### config.mk
export PLATFORM = sky130hd
export DESIGN_NAME = alu_slice_sequencer
export DESIGN_NICKNAME = d
export VERILOG_FILES = /design/src/rtl/alu_slice_sequencer_pkg.sv /design/src/rtl/alu_nibble_sel.sv /design/src/rtl/alu_slice_sequencer.sv
export SDC_FILE = /design/constraint.sdc
export NUM_CORES = 1
export LEC_CHECK = 0
export ABC_AREA = 1
export CORE_ASPECT_RATIO = 0.6
export CORE_UTILIZATION = 32
export DETAILED_ROUTE_END_ITERATION = 10
export DONT_BUFFER_PORTS = 1
export PLACE_DENSITY_LB_ADDON = 0.1
export SYNTH_ARGS = -nofsm -noshare
export SYNTH_HDL_FRONTEND = slang
export SYNTH_HIERARCHICAL = 1
export SYNTH_SLANG_ARGS = --single-unit
### constraint.sdc
create_clock -name clk -period 1.7 [get_ports clk]
set_clock_uncertainty 0.05 [all_clocks]
set_input_delay 0.34 -clock clk [delete_from_list [all_inputs] [get_ports clk]]
set_output_delay 0.34 -clock clk [all_outputs]
set_load 0.01 [all_outputs]
### src/rtl/alu_slice_sequencer_pkg.sv
// Shared definitions for the nibble-serial 74181 sequencer: FSM encodings,
// slice function selects, and the layout of the per-nibble operand lane.
package alu_slice_sequencer_pkg;

  // FSM encodings
  localparam logic [1:0] ST_IDLE = 2'd0;
  localparam logic [1:0] ST_RUN  = 2'd1;
  localparam logic [1:0] ST_DONE = 2'd2;

  // 74181 function selects (ADD/SUB with M = 0, XOR with M = 1)
  localparam logic [3:0] SEL_ADD = 4'b1001;
  localparam logic [3:0] SEL_SUB = 4'b0110;
  localparam logic [3:0] SEL_XOR = 4'b0110;

  // Each nibble position keeps {b nibble, a nibble}. The a half is
  // overwritten in place by the slice result once that nibble retires.
  localparam int LANE_W = 8;

  typedef struct packed {
    logic [3:0] s;
    logic       m;
  } op_ctrl_t;

  // Function/mode the slice sees whenever no operation is in flight.
  localparam op_ctrl_t IDLE_CTRL = '{s: 4'b0000, m: 1'b1};

  function automatic logic [LANE_W-1:0] make_lane(input logic [3:0] b_nib,
                                                 input logic [3:0] a_nib);
    return {b_nib, a_nib};
  endfunction

endpackage

### src/rtl/alu_nibble_sel.sv
// Combinational lane extractor/inserter: returns the lane selected by idx_i
// and a copy of the word with that lane replaced by lane_i. An idx_i beyond
// the last lane extracts zero and leaves the word untouched.
module alu_nibble_sel
  import alu_slice_sequencer_pkg::*;
#(
  parameter int NIBBLES = 4,
  parameter int LANE_W  = 4,
  parameter int IDX_W   = 2
) (
  input  logic [NIBBLES*LANE_W-1:0] word_i,
  input  logic [IDX_W-1:0]          idx_i,
  input  logic [LANE_W-1:0]         lane_i,
  output logic [LANE_W-1:0]         lane_o,
  output logic [NIBBLES*LANE_W-1:0] word_o
);

  logic [NIBBLES-1:0] hit;
  logic [LANE_W-1:0]  masked [NIBBLES];

  generate
    for (genvar gi = 0; gi < NIBBLES; gi++) begin : g_lane
      assign hit[gi]    = (idx_i == IDX_W'(gi));
      assign masked[gi] = hit[gi] ? word_i[gi*LANE_W +: LANE_W] : '0;
      assign word_o[gi*LANE_W +: LANE_W] =
        hit[gi] ? lane_i : word_i[gi*LANE_W +: LANE_W];
    end
  endgenerate

  // OR-reduce the one-hot masked lanes into the extracted lane
  always_comb begin
    lane_o = '0;
    for (int i = 0; i < NIBBLES; i++) begin
      lane_o = lane_o | masked[i];
    end
  end

endmodule

### src/rtl/alu_slice_sequencer.sv
// Runs one W-bit ALU operation through a single external 4-bit 74181 slice,
// one nibble per cycle, LSB first, chaining the active-low carry between
// passes and presenting the assembled result with carry and zero flags.
module alu_slice_sequencer
  import alu_slice_sequencer_pkg::*;
#(
  parameter int NIBBLES = 4
) (
  input  logic                 clk,
  input  logic                 rst_n,
  // request side
  input  logic                 in_valid,
  output logic                 in_ready,
  input  logic [4*NIBBLES-1:0] in_a,
  input  logic [4*NIBBLES-1:0] in_b,
  input  logic [3:0]           in_s,
  input  logic                 in_m,
  input  logic                 in_cin_n,
  // slice side
  output logic [3:0]           alu_a,
  output logic [3:0]           alu_b,
  output logic [3:0]           alu_s,
  output logic                 alu_m,
  output logic                 alu_cn_n,
  input  logic [3:0]           alu_f,
  input  logic                 alu_cn4_n,
  // result side
  output logic                 out_valid,
  input  logic                 out_ready,
  output logic [4*NIBBLES-1:0] out_f,
  output logic                 out_cout_n,
  output logic                 out_zero
);

  localparam int W     = 4 * NIBBLES;
  localparam int IDX_W = (NIBBLES > 1) ? $clog2(NIBBLES) : 1;
  localparam logic [IDX_W-1:0] LAST_IDX = IDX_W'(NIBBLES - 1);

  logic [1:0]                state_q, state_d;
  logic [IDX_W-1:0]          idx_q, idx_d;
  logic [NIBBLES*LANE_W-1:0] lanes_q, lanes_d;
  op_ctrl_t                  ctrl_q, ctrl_d;
  logic                      carry_q, carry_d;
  logic                      zero_q, zero_d;

  logic [NIBBLES*LANE_W-1:0] load_lanes;
  logic [NIBBLES*LANE_W-1:0] lanes_ins;
  logic [LANE_W-1:0]         cur_lane;
  logic [LANE_W-1:0]         new_lane;
  logic [W-1:0]              f_now;
  logic [W-1:0]              f_next;
  logic                      run;

  // Interleave operands into lanes on accept; result bits are the low half
  // of every lane, both as stored and as they will be after this pass.
  generate
    for (genvar gi = 0; gi < NIBBLES; gi++) begin : g_lane
      assign load_lanes[gi*LANE_W +: LANE_W] =
        make_lane(in_b[4*gi +: 4], in_a[4*gi +: 4]);
      assign f_now[4*gi +: 4]  = lanes_q[gi*LANE_W +: 4];
      assign f_next[4*gi +: 4] = lanes_ins[gi*LANE_W +: 4];
    end
  endgenerate

  // One selector both feeds the current operand nibbles to the slice and
  // writes the slice result back over the consumed a nibble.
  alu_nibble_sel #(
    .NIBBLES (NIBBLES),
    .LANE_W  (LANE_W),
    .IDX_W   (IDX_W)
  ) u_nibble_sel (
    .word_i (lanes_q),
    .idx_i  (idx_q),
    .lane_i (new_lane),
    .lane_o (cur_lane),
    .word_o (lanes_ins)
  );

  assign new_lane = {cur_lane[LANE_W-1:4], alu_f};

  assign run        = (state_q == ST_RUN);
  assign in_ready   = (state_q == ST_IDLE);
  assign out_valid  = (state_q == ST_DONE);
  assign out_f      = f_now;
  assign out_cout_n = carry_q;
  assign out_zero   = zero_q;

  // Slice drive: live nibble while running, a quiet logic-mode pattern otherwise
  always_comb begin
    alu_a    = 4'h0;
    alu_b    = 4'h0;
    alu_s    = IDLE_CTRL.s;
    alu_m    = IDLE_CTRL.m;
    alu_cn_n = 1'b1;
    if (run) begin
      alu_a    = cur_lane[3:0];
      alu_b    = cur_lane[7:4];
      alu_s    = ctrl_q.s;
      alu_m    = ctrl_q.m;
      alu_cn_n = carry_q;
    end
  end

  // Next-state: accept in IDLE, one nibble per RUN cycle, hold DONE until taken
  always_comb begin
    state_d = state_q;
    idx_d   = idx_q;
    lanes_d = lanes_q;
    ctrl_d  = ctrl_q;
    carry_d = carry_q;
    zero_d  = zero_q;
    case (state_q)
      ST_IDLE: begin
        if (in_valid) begin
          state_d = ST_RUN;
          idx_d   = '0;
          lanes_d = load_lanes;
          ctrl_d  = '{s: in_s, m: in_m};
          carry_d = in_cin_n;
        end
      end
      ST_RUN: begin
        lanes_d = lanes_ins;
        carry_d = alu_cn4_n;
        if (idx_q == LAST_IDX) begin
          idx_d   = '0;
          state_d = ST_DONE;
          zero_d  = (f_next == '0);
        end else begin
          idx_d = idx_q + 1'b1;
        end
      end
      ST_DONE: begin
        if (out_ready) begin
          state_d = ST_IDLE;
        end
      end
      default: begin
        state_d = ST_IDLE;
        idx_d   = '0;
      end
    endcase
  end

  // State registers with synchronous active-low reset
  always_ff @(posedge clk) begin
    if (!rst_n) begin
      state_q <= ST_IDLE;
      idx_q   <= '0;
      lanes_q <= '0;
      ctrl_q  <= IDLE_CTRL;
      carry_q <= 1'b1;
      zero_q  <= 1'b0;
    end else begin
      state_q <= state_d;
      idx_q   <= idx_d;
      lanes_q <= lanes_d;
      ctrl_q  <= ctrl_d;
      carry_q <= carry_d;
      zero_q  <= zero_d;
    end
  end

endmodule

==> flow_summary.yaml, run 1 <==
clocking:
  cts.sinks: 43
  cts_inserted_buffers: 5
  hold_buffers: 0
  clk_pin_slew_worst_paths_ps: 60
  cts_tree: "done"
  cts-htree-levels: 2
  insertion_delay_ps: 300
  root_buffer: "clkbuf_16"
  clockBufferDepth: 2
sta:
  worst_pin_slew_ps: 450
  max_freq_ghz: 0.565
  min_period_over_period: 1.04
  finalHoldViolCount: 0
  slew_violations: 0
  layout_setup_ws_ps: -69.0
  finalSetupTns_ps: -297
  rsz0062_at_grt: "true"
  slew_headroom: 0.697
  post-route-min-period_ps: 1770
  finalSetupViolCount: 8
worst_setup_path:
  cp-startpoint: "idx_q[1]"
  path_class: "flop to output pin"
  startpoint_type: "flop"
  end_kind: "output pin"
  rrSetupSlack_ps: 30
  regToRegEndpoint: "out_zero"
  crit_arrival_ps: 1380
  rr_worst_depth: 10
  r2r-start: "idx_q[0]"
  path_max_fanout: 7
  required_ps: 1310
  endpoint: "alu_b[3]"
placement:
  portBuffers: 0
  place.gp.congestion: 0.807
  place_hpwl_mm: 7.00
  dp_cells: 616
  post-place-ws_ps: 11.0
cells_and_area:
  mostFrequentLayoutCells: "nand2_1, nor2_1, o21ai_0"
  final_common_cell: "nand2_1"
  layout.cells.non_filler: 636
  n_antenna_cell: 0
  drive_gt1_frac: 0.172
  final_nets: 553
  synthToLayoutAreaGrowth_pct: 12.5
  n_fill_cell: 1051
global_routing:
  antenna_found_initial: 0
  grt_use_total: 0.206
  overflow: 0
  grt_pass1_vias: 2741
  grt_pass1_wl_mm: 15.4
  grt_max_degree: 40
min_path:
  hp-class: "primary input to flop"
floorplanning:
  rows: 27
  start_util: 0.330
  die_w_um: 128
  dieArea_sq_um: 9890
  dieHeight_um: 77.4
  core_region_area_sq_um: 9190
  io_pins: 81
detailed_routing:
  drc_errors: 0
  via_per_inst: 4.73
  via_count: 3008
  final_antenna_net_count: 0
  wl_mm: 9.89
  post_drt_wl_per_cell_um: 15.5
  drtPass1Iterations: 4
  drt_iter0_drc: 226
outcome:
  status: "finished, violations left"
  violations: "setup timing"
yosys:
  synth_cell_types: 25
  syn_nets: 560
  yosysTopAreaCell: "dfxtp_1"
  synthesis.instances: 512
  avgSynthCellArea_sq_um: 5.93
  netlist_area_sq_um: 3040
  yosys-top-cells-area: "dfxtp_1, nand2_1, nor2_1, o21ai_0, buf_6"
  ys_ff_latch: 43
  ys_seq_area_frac: 0.284
  synth_top_area_frac: 0.284
  ys.warnings.count: 6
power_and_ir_drop:
  pwr-share-comb: 0.271
  clockPowerShare: 0.322
  p_sw_frac: 0.357
  peakVddDrop_uv: 374
  p_seq_frac: 0.407
  power.density_nw_per_um2: 891
  p_leak_nw: 1.60
  p_sw_mw: 1.09
  power.internal_mw: 1.96
run:
  drv_cap: 0
==> cell usage after synthesis (all sizes together) <==
library cell	n
or2	3
inv	45
o211ai	1
clkbuf	5
o21ai	60
ha	1
nor2	99
o21a	1
nand2	170
nor3	1
dfxtp	43
a21oi	18
buf	39
nand3	26
==> per-stage QoR <==
step           hold slack [ps]  utilization  instance area (sq um)  total power, mW
5_1_grt                   79.9        0.372                   3420             3.25
4_1_cts                   78.7        0.361                   3320             3.02
2_1_floorplan              380            -                   3040             1.86
3_5_place_dp               385        0.328                   3010             1.98
3_3_place_gp               382        0.328                   3010             1.98
6_report                  85.9        0.372                   3420             3.04
==> logic make-up (layout without fill, tap and decap cells) <==
logic type / after synthesis / in the layout / synth area share
simple gates: 299 / 300 / 0.403
flops: 43 / 43 / 0.284
buf+inv: 89 / 82 / 0.176
compound gates: 80 / 80 / 0.134
fa+ha+maj: 1 / 1 / 0.00412
==> area by class of cell <==
cell class,instances,area [sq um],area share
clock buffer,7,133,0.0388
timing repair buffer,29,295,0.0864
clock inverter,1,5.00,0.00147
multi-input combinational,381,1760,0.515
inverter,45,194,0.0568
sequential,43,866,0.253
tap,130,163,0.0476
==> what timing repair did <==
| action | 4_1_cts | 5_1_grt |
|---|---|---|
| endpoints found under the setup margin | 14 | 18 |
| endpoints found under the hold margin | 0 | 0 |
| resized for setup | 34 | 28 |
| pin swaps | 15 | 17 |
| buffers inserted | 9 | 2 |
| gates cloned | 1 | 1 |
==> critical path, cell delays in order, from the launching register on <==
cell,delay (ps)
dfxtp_2,340
buf_8,150
nor2_8,180
nand2_2,70
nand2_2,60
inv_2,40
nand2_2,80
inv_2,50
nor2_4,130
==> worst min path at each step <==
stage | startpoint | depth (start not counted) | to | slack [ps]
after floorplan | ctrl_q[1] | 2 | ctrl_q[1] | 380
after global placement | rst_n | 1 | ctrl_q[0] | 380
after detailed placement | rst_n | 1 | ctrl_q[0] | 390
after CTS | rst_n | 1 | ctrl_q[0] | 80
after global routing | rst_n | 1 | ctrl_q[0] | 80
final | rst_n | 1 | ctrl_q[0] | 90
==> sequential cells by signal, summed over array words and instances (netlist names) <==
signal,count
lanes_q,32
ctrl_q,5
out_zero,1
state_q,2
idx_q,2
out_cout_n,1
==> power by group through the flow <==
stage | sequential (mW) | clock, mW | combinational [mW]
6_report | 1.24 | 0.979 | 0.825
3_5_place_dp | 1.26 | 0 | 0.722
5_1_grt | 1.25 | 1.06 | 0.938
2_1_floorplan | 1.20 | 0 | 0.664
4_1_cts | 1.24 | 1.00 | 0.785
3_3_place_gp | 1.26 | 0 | 0.720
==> layer usage <==
layer  share of wire  track usage  wire, um  up-vias
li1                -            -         -     1556
met1            0.52        0.305      5100     1361
met2            0.41        0.296      4070       83
met3           0.064       0.0483       631        8
met4          0.0085       0.0518        84        0
met5               0            0         0        -
No activity file was read; power rests on OpenSTA's default activity.
==> inputs of run 2 (changes only) <==
- ABC_AREA: 1 -> default
- clock period: 1.7 -> 1.72 ns (I/O delays scaled with it)
==> run 2 against run 1 <==
The run still ends with setup timing left; global-route usage down 0.16 points; worst hold slack got worse by 9.4 ps; combinational power down 6.1%; area after synthesis is 10% lower; via count shrank 23%; die area shrank 9.8%; first-iteration DRC count shrank 44%; cell area is essentially flat; critical endpoint is now alu_b[1]; largest power group unchanged; highest routed layer unchanged.
==> flow_summary.yaml, run 2 <==
outcome:
  status: "finished, violations left"
  violations: "setup timing"
cells_and_area:
  drive_gt1_frac: 0.369
  final_area_sq_um: 3410
  final_nets: 383
  final_common_cell: "nand2_1"
  regMostFlops: "lanes_q"
  reg_top3: "lanes_q x32, ctrl_q x5"
  n_antenna_cell: 0
  mostFrequentLayoutCells: "nand2_1, dfxtp_1, buf_4"
  final_core_util: 0.423
  synthToLayoutAreaGrowth_pct: 25.0
  largest_reg_flops: 32
yosys:
  async_reset_ff_frac: 0
  synth_edf_count: 0
  yosysTopAreaCell: "dfxtp_1"
  avgSynthCellArea_sq_um: 8.64
  synth_cell_types: 33
  ys_seq_area_frac: 0.315
  netlist_area_sq_um: 2730
  ys_dominant_reg_cell: "dfxtp_1"
  yosys-top-cells-area: "dfxtp_1, nand2_1, mux2_1, a31oi_1, mux4_2"
  ys_ff_latch: 43
  yosysMostFrequentCell: "nand2_1"
  syn_nets: 364
  synth_common_cells: "nand2_1, dfxtp_1, o21ai_0"
  synth_top_area_frac: 0.315
  synthesis.instances: 316
  ys.warnings.count: 6
floorplanning:
  dieArea_sq_um: 8920
  io_pins: 81
  dieHeight_um: 73.6
  rows: 25
  core_region_area_sq_um: 8070
  die_w_um: 121
  start_util: 0.338
worst_setup_path:
  cp_slowest_stage_delay_ps: 550
  cpMaxStageDelayCell: "mux4_2"
  end_kind: "output pin"
  cpLargestDelayFamily: "multiplexers"
  path_buf_inv: 2
  path_class: "flop to output pin"
  startpoint_type: "flop"
  crit_chain: "buf_12 > mux4_2 > buf_6 > and2_4"
  path_max_fanout: 5
  crit_arrival_ps: 1610
  required_ps: 1330
global_routing:
  overflow: 0
  grt_pass1_vias: 2218
  grt_use_total: 0.205
  antenna_found_initial: 0
  grt_pass1_wl_mm: 13.3
  grt_max_degree: 45
sta:
  rsz0062_at_grt: "true"
  finalSetupViolCount: 25
  post-route-min-period_ps: 2000
  worst_pin_slew_ps: 348
  finalSetupTns_ps: -3520
  slew_violations: 0
  finalHoldViolCount: 0
  hold_ws_ps: 76.6
  max_freq_ghz: 0.499
  min_period_over_period: 1.17
  layout_setup_ws_ps: -284
  slew_headroom: 0.768
min_path:
  hp-class: "primary input to flop"
clocking:
  cts-htree-levels: 2
  clk_pin_slew_worst_paths_ps: 60
  insertion_delay_ps: 290
  cts_inserted_buffers: 5
  root_buffer: "clkbuf_16"
  cts_tree: "done"
  cts.sinks: 43
  clockBufferDepth: 2
power_and_ir_drop:
  peakVddDrop_uv: 400
  power.density_nw_per_um2: 881
  p_leak_nw: 1.37
detailed_routing:
  post_drt_wl_per_cell_um: 19.7
  drt_iter0_drc: 127
  final_antenna_net_count: 0
  drc_errors: 0
  drtPass1Iterations: 4
  via_count: 2315
  wl_mm: 8.77
  via_per_inst: 5.21
placement:
  portBuffers: 0
  placed_cell_area_sq_um: 2950
  place_hpwl_mm: 6.21
  place.gp.congestion: 0.762
  post-place-ws_ps: -179
run:
  drv_cap: 0
-- run 2: cell count changes after synthesis, sizes merged, moves of 5 or more --
cell,change
and2,+14
nand2,-92
a31oi,+32
inv,-45
a21boi,+5
nor2,-96
o21ai,-26
a21oi,-18
mux2,+32
buf,-8
clkbuf,+5
nand3,-25
mux4,+8
-- run 2: per-stage QoR --
stage	power, mW	instances
3_5_place_dp	1.83	426
3_3_place_gp	1.83	426
2_1_floorplan	1.66	316
4_1_cts	2.98	443
6_report	3.01	444
5_1_grt	3.15	444
-- run 2: layout make-up --
cell class	instances	area, sq um
clock buffers	8	156
repair buffers	53	482
well taps	108	135
multi-input cells	232	1770
fillers	822	4660
flip-flops and latches	43	868
-- run 2: where the power goes --
group / internal [mW] / switching (mW)
Clock: 0.620 / 0.414
Sequential: 1.09 / 0.112
Combinational: 0.408 / 0.367
-- run 2: layer usage --
layer,share of wire,track usage,routed length [um],up-vias
met5,0,0,0,-
met4,0.0072,0.0412,63,0
met3,0.090,0.0512,787,8
met2,0.36,0.262,3180,85
met1,0.54,0.329,4740,1077
li1,-,-,-,1145
-- run 2: timing repair --
item	in CTS	in global routing
setup endpoints to repair	26	38
pin swaps	13	5
buffers inserted	9	1
resized for setup	51	25
hold buffers	0	0
-- run 2: kinds of logic (layout without fill, tap and decap cells) --
family	after synthesis	in the layout	share of synthesized area
mux	40	40	0.209
fa+ha+maj	1	1	0.00458
buf+inv	41	61	0.102
simple gates	117	117	0.211
compound gates	74	74	0.158
flops	43	43	0.315
-- run 2: final timing paths --
kind	end	slack, ps	cells after the start	from
setup / recovery	alu_b[1]	-280	4	idx_q[0]
hold / removal	out_cout_n	80	1	rst_n
setup reg to reg	out_zero	-160	7	idx_q[0]
hold reg to reg	ctrl_q[0]	410	2	ctrl_q[0]
==> inputs of run 3 (changes only) <==
- clock period: 1.72 -> 2.5 ns (I/O delays scaled with it)
==> run 3 against run 2 <==
The run now ends clean; non-clock buffer count shrank 41; core utilization shrank 6.7 points; first-iteration DRC count grew 110%; cell count shrank 9.2%; register-to-register slack gained 570 ps; largest cell class unchanged; largest power group unchanged.
==> flow_summary.yaml, run 3 (synthesis gave the netlist of run 2 again) <==
floorplanning:
  core_region_area_sq_um: 8070
  rows: 25
  dieArea_sq_um: 8920
  start_util: 0.338
  dieHeight_um: 73.6
  die_w_um: 121
  io_pins: 81
clocking:
  cts_tree: "done"
  root_buffer: "clkbuf_16"
  clockBufferDepth: 2
  hold_buffers: 0
  insertion_delay_ps: 290
  cts-htree-levels: 2
  post_cts_resized: 0
  clk_pin_slew_worst_paths_ps: 60
  cts_setup_buffers: 0
  cts_inserted_buffers: 5
  cts.sinks: 43
worst_setup_path:
  end_kind: "output pin"
  path_buf_inv: 1
  crit_chain: "buf_4 > mux4_2 > and2_1"
  cpLargestDelayFamily: "multiplexers"
  crit_arrival_ps: 1800
  cpMaxStageDelayCell: "mux4_2"
  cp_slowest_stage_delay_ps: 590
  required_ps: 1950
  path_class: "flop to output pin"
  path_max_fanout: 6
  startpoint_type: "flop"
sta:
  max_freq_ghz: 0.425
  finalSetupViolCount: 0
  finalSetupTns_ps: 0
  slew_headroom: 0.543
  min_period_over_period: 0.941
  post-route-min-period_ps: 2350
  slew_violations: 0
  finalHoldViolCount: 0
  worst_pin_slew_ps: 686
  rsz0062_at_grt: "false"
detailed_routing:
  drtPass1Iterations: 4
  wl_mm: 8.20
  final_antenna_net_count: 0
  post_drt_wl_per_cell_um: 20.3
  via_per_inst: 5.36
  drc_errors: 0
  via_count: 2162
  drt_iter0_drc: 261
cells_and_area:
  reg_top3: "lanes_q x32, ctrl_q x5"
  regMostFlops: "lanes_q"
  seq_area_sq_um: 861
  drive_gt1_frac: 0.146
  synthToLayoutAreaGrowth_pct: 5.22
  mostFrequentLayoutCells: "nand2_1, dfxtp_1, o21ai_0"
  multi_input_area_sq_um: 1600
  largest_reg_flops: 32
  final_nets: 342
  final_core_util: 0.356
  final_common_cell: "nand2_1"
  n_fill_cell: 842
  n_antenna_cell: 0
placement:
  place.gp.congestion: 0.802
  place_hpwl_mm: 6.11
  portBuffers: 0
global_routing:
  use_met1: 0.323
  grt_pass1_vias: 2084
  use_met2: 0.226
  grt_max_degree: 45
  use_met3: 0.0699
  grt-busiest-layer: "met1"
  grt_use_total: 0.196
  overflow: 0
  antenna_found_initial: 0
  grt_pass1_wl_mm: 12.8
outcome:
  status: "finished, final reports clean"
min_path:
  hp-class: "primary input to flop"
power_and_ir_drop:
  p_seq_frac: 0.427
  p_sw_mw: 0.560
  finalPower_mw: 1.96
  power.density_nw_per_um2: 683
  p_leak_nw: 1.08
  power.internal_mw: 1.40
  peakVddDrop_uv: 363
  p_sw_frac: 0.285
  clockPowerShare: 0.394
  pwr-share-comb: 0.179
run:
  drv_cap: 0
[run 3: cell types whose count changed in the layout (fill, tap and decap cells not counted), sizes merged]
cell / before / now
buf: 53 / 12
clkbuf: 8 / 6
bufinv: 0 / 1
clkinv: 0 / 1
[run 3: per-layer routing]
layer	wire, um	up-vias
li1	-	1072
met1	4480	994
met2	2690	92
met3	971	4
met4	48	0
met5	0	-
[run 3: final timing paths]
check	startpoint	endpoint	slack [ps]	cells after the start
max	idx_q[0]	alu_b[1]	150	3
min	rst_n	ctrl_q[0]	240	1
max reg2reg	idx_q[0]	out_zero	410	5
min reg2reg	ctrl_q[3]	ctrl_q[3]	410	2
[run 3: stage by stage]
stage / instances / cell area, sq um / setup slack (ps) / hold slack, ps
after floorplan: 316 / 2730 / 581 / 381
after global placement: 395 / 2700 / 443 / 388
after detailed placement: 395 / 2700 / 416 / 396
after CTS: 403 / 2870 / 134 / 232
after global routing: 403 / 2870 / 73.2 / 232
final: 403 / 2870 / 147 / 244
[run 3: power groups by stage]
| stage | Clock [mW] | Combinational [mW] | Sequential (mW) |
|---|---|---|---|
| floorplan | 0 | 0.341 | 0.798 |
| global route | 0.823 | 0.392 | 0.848 |
| finish | 0.775 | 0.351 | 0.838 |
| detailed placement | 0 | 0.351 | 0.852 |
| CTS | 0.792 | 0.353 | 0.837 |
| global placement | 0 | 0.349 | 0.852 |
[run 3: worst register-to-register path, delay by kind of cell, from the launching register on]
kind | cells | cell delay [ps]
AOI/OAI and AO/OA | 1 | 160
muxes | 1 | 400
and+or+nand+nor | 3 | 1050
DFF | 1 | 380
[run 3: final cells by class]
class | count | area share
Tap cell | 108 | 0.0470
Clock buffer | 6 | 0.0483
Sequential cell | 43 | 0.300
Multi-Input combinational cell | 232 | 0.557
Timing Repair Buffer | 12 | 0.0357
Clock inverter | 2 | 0.0122
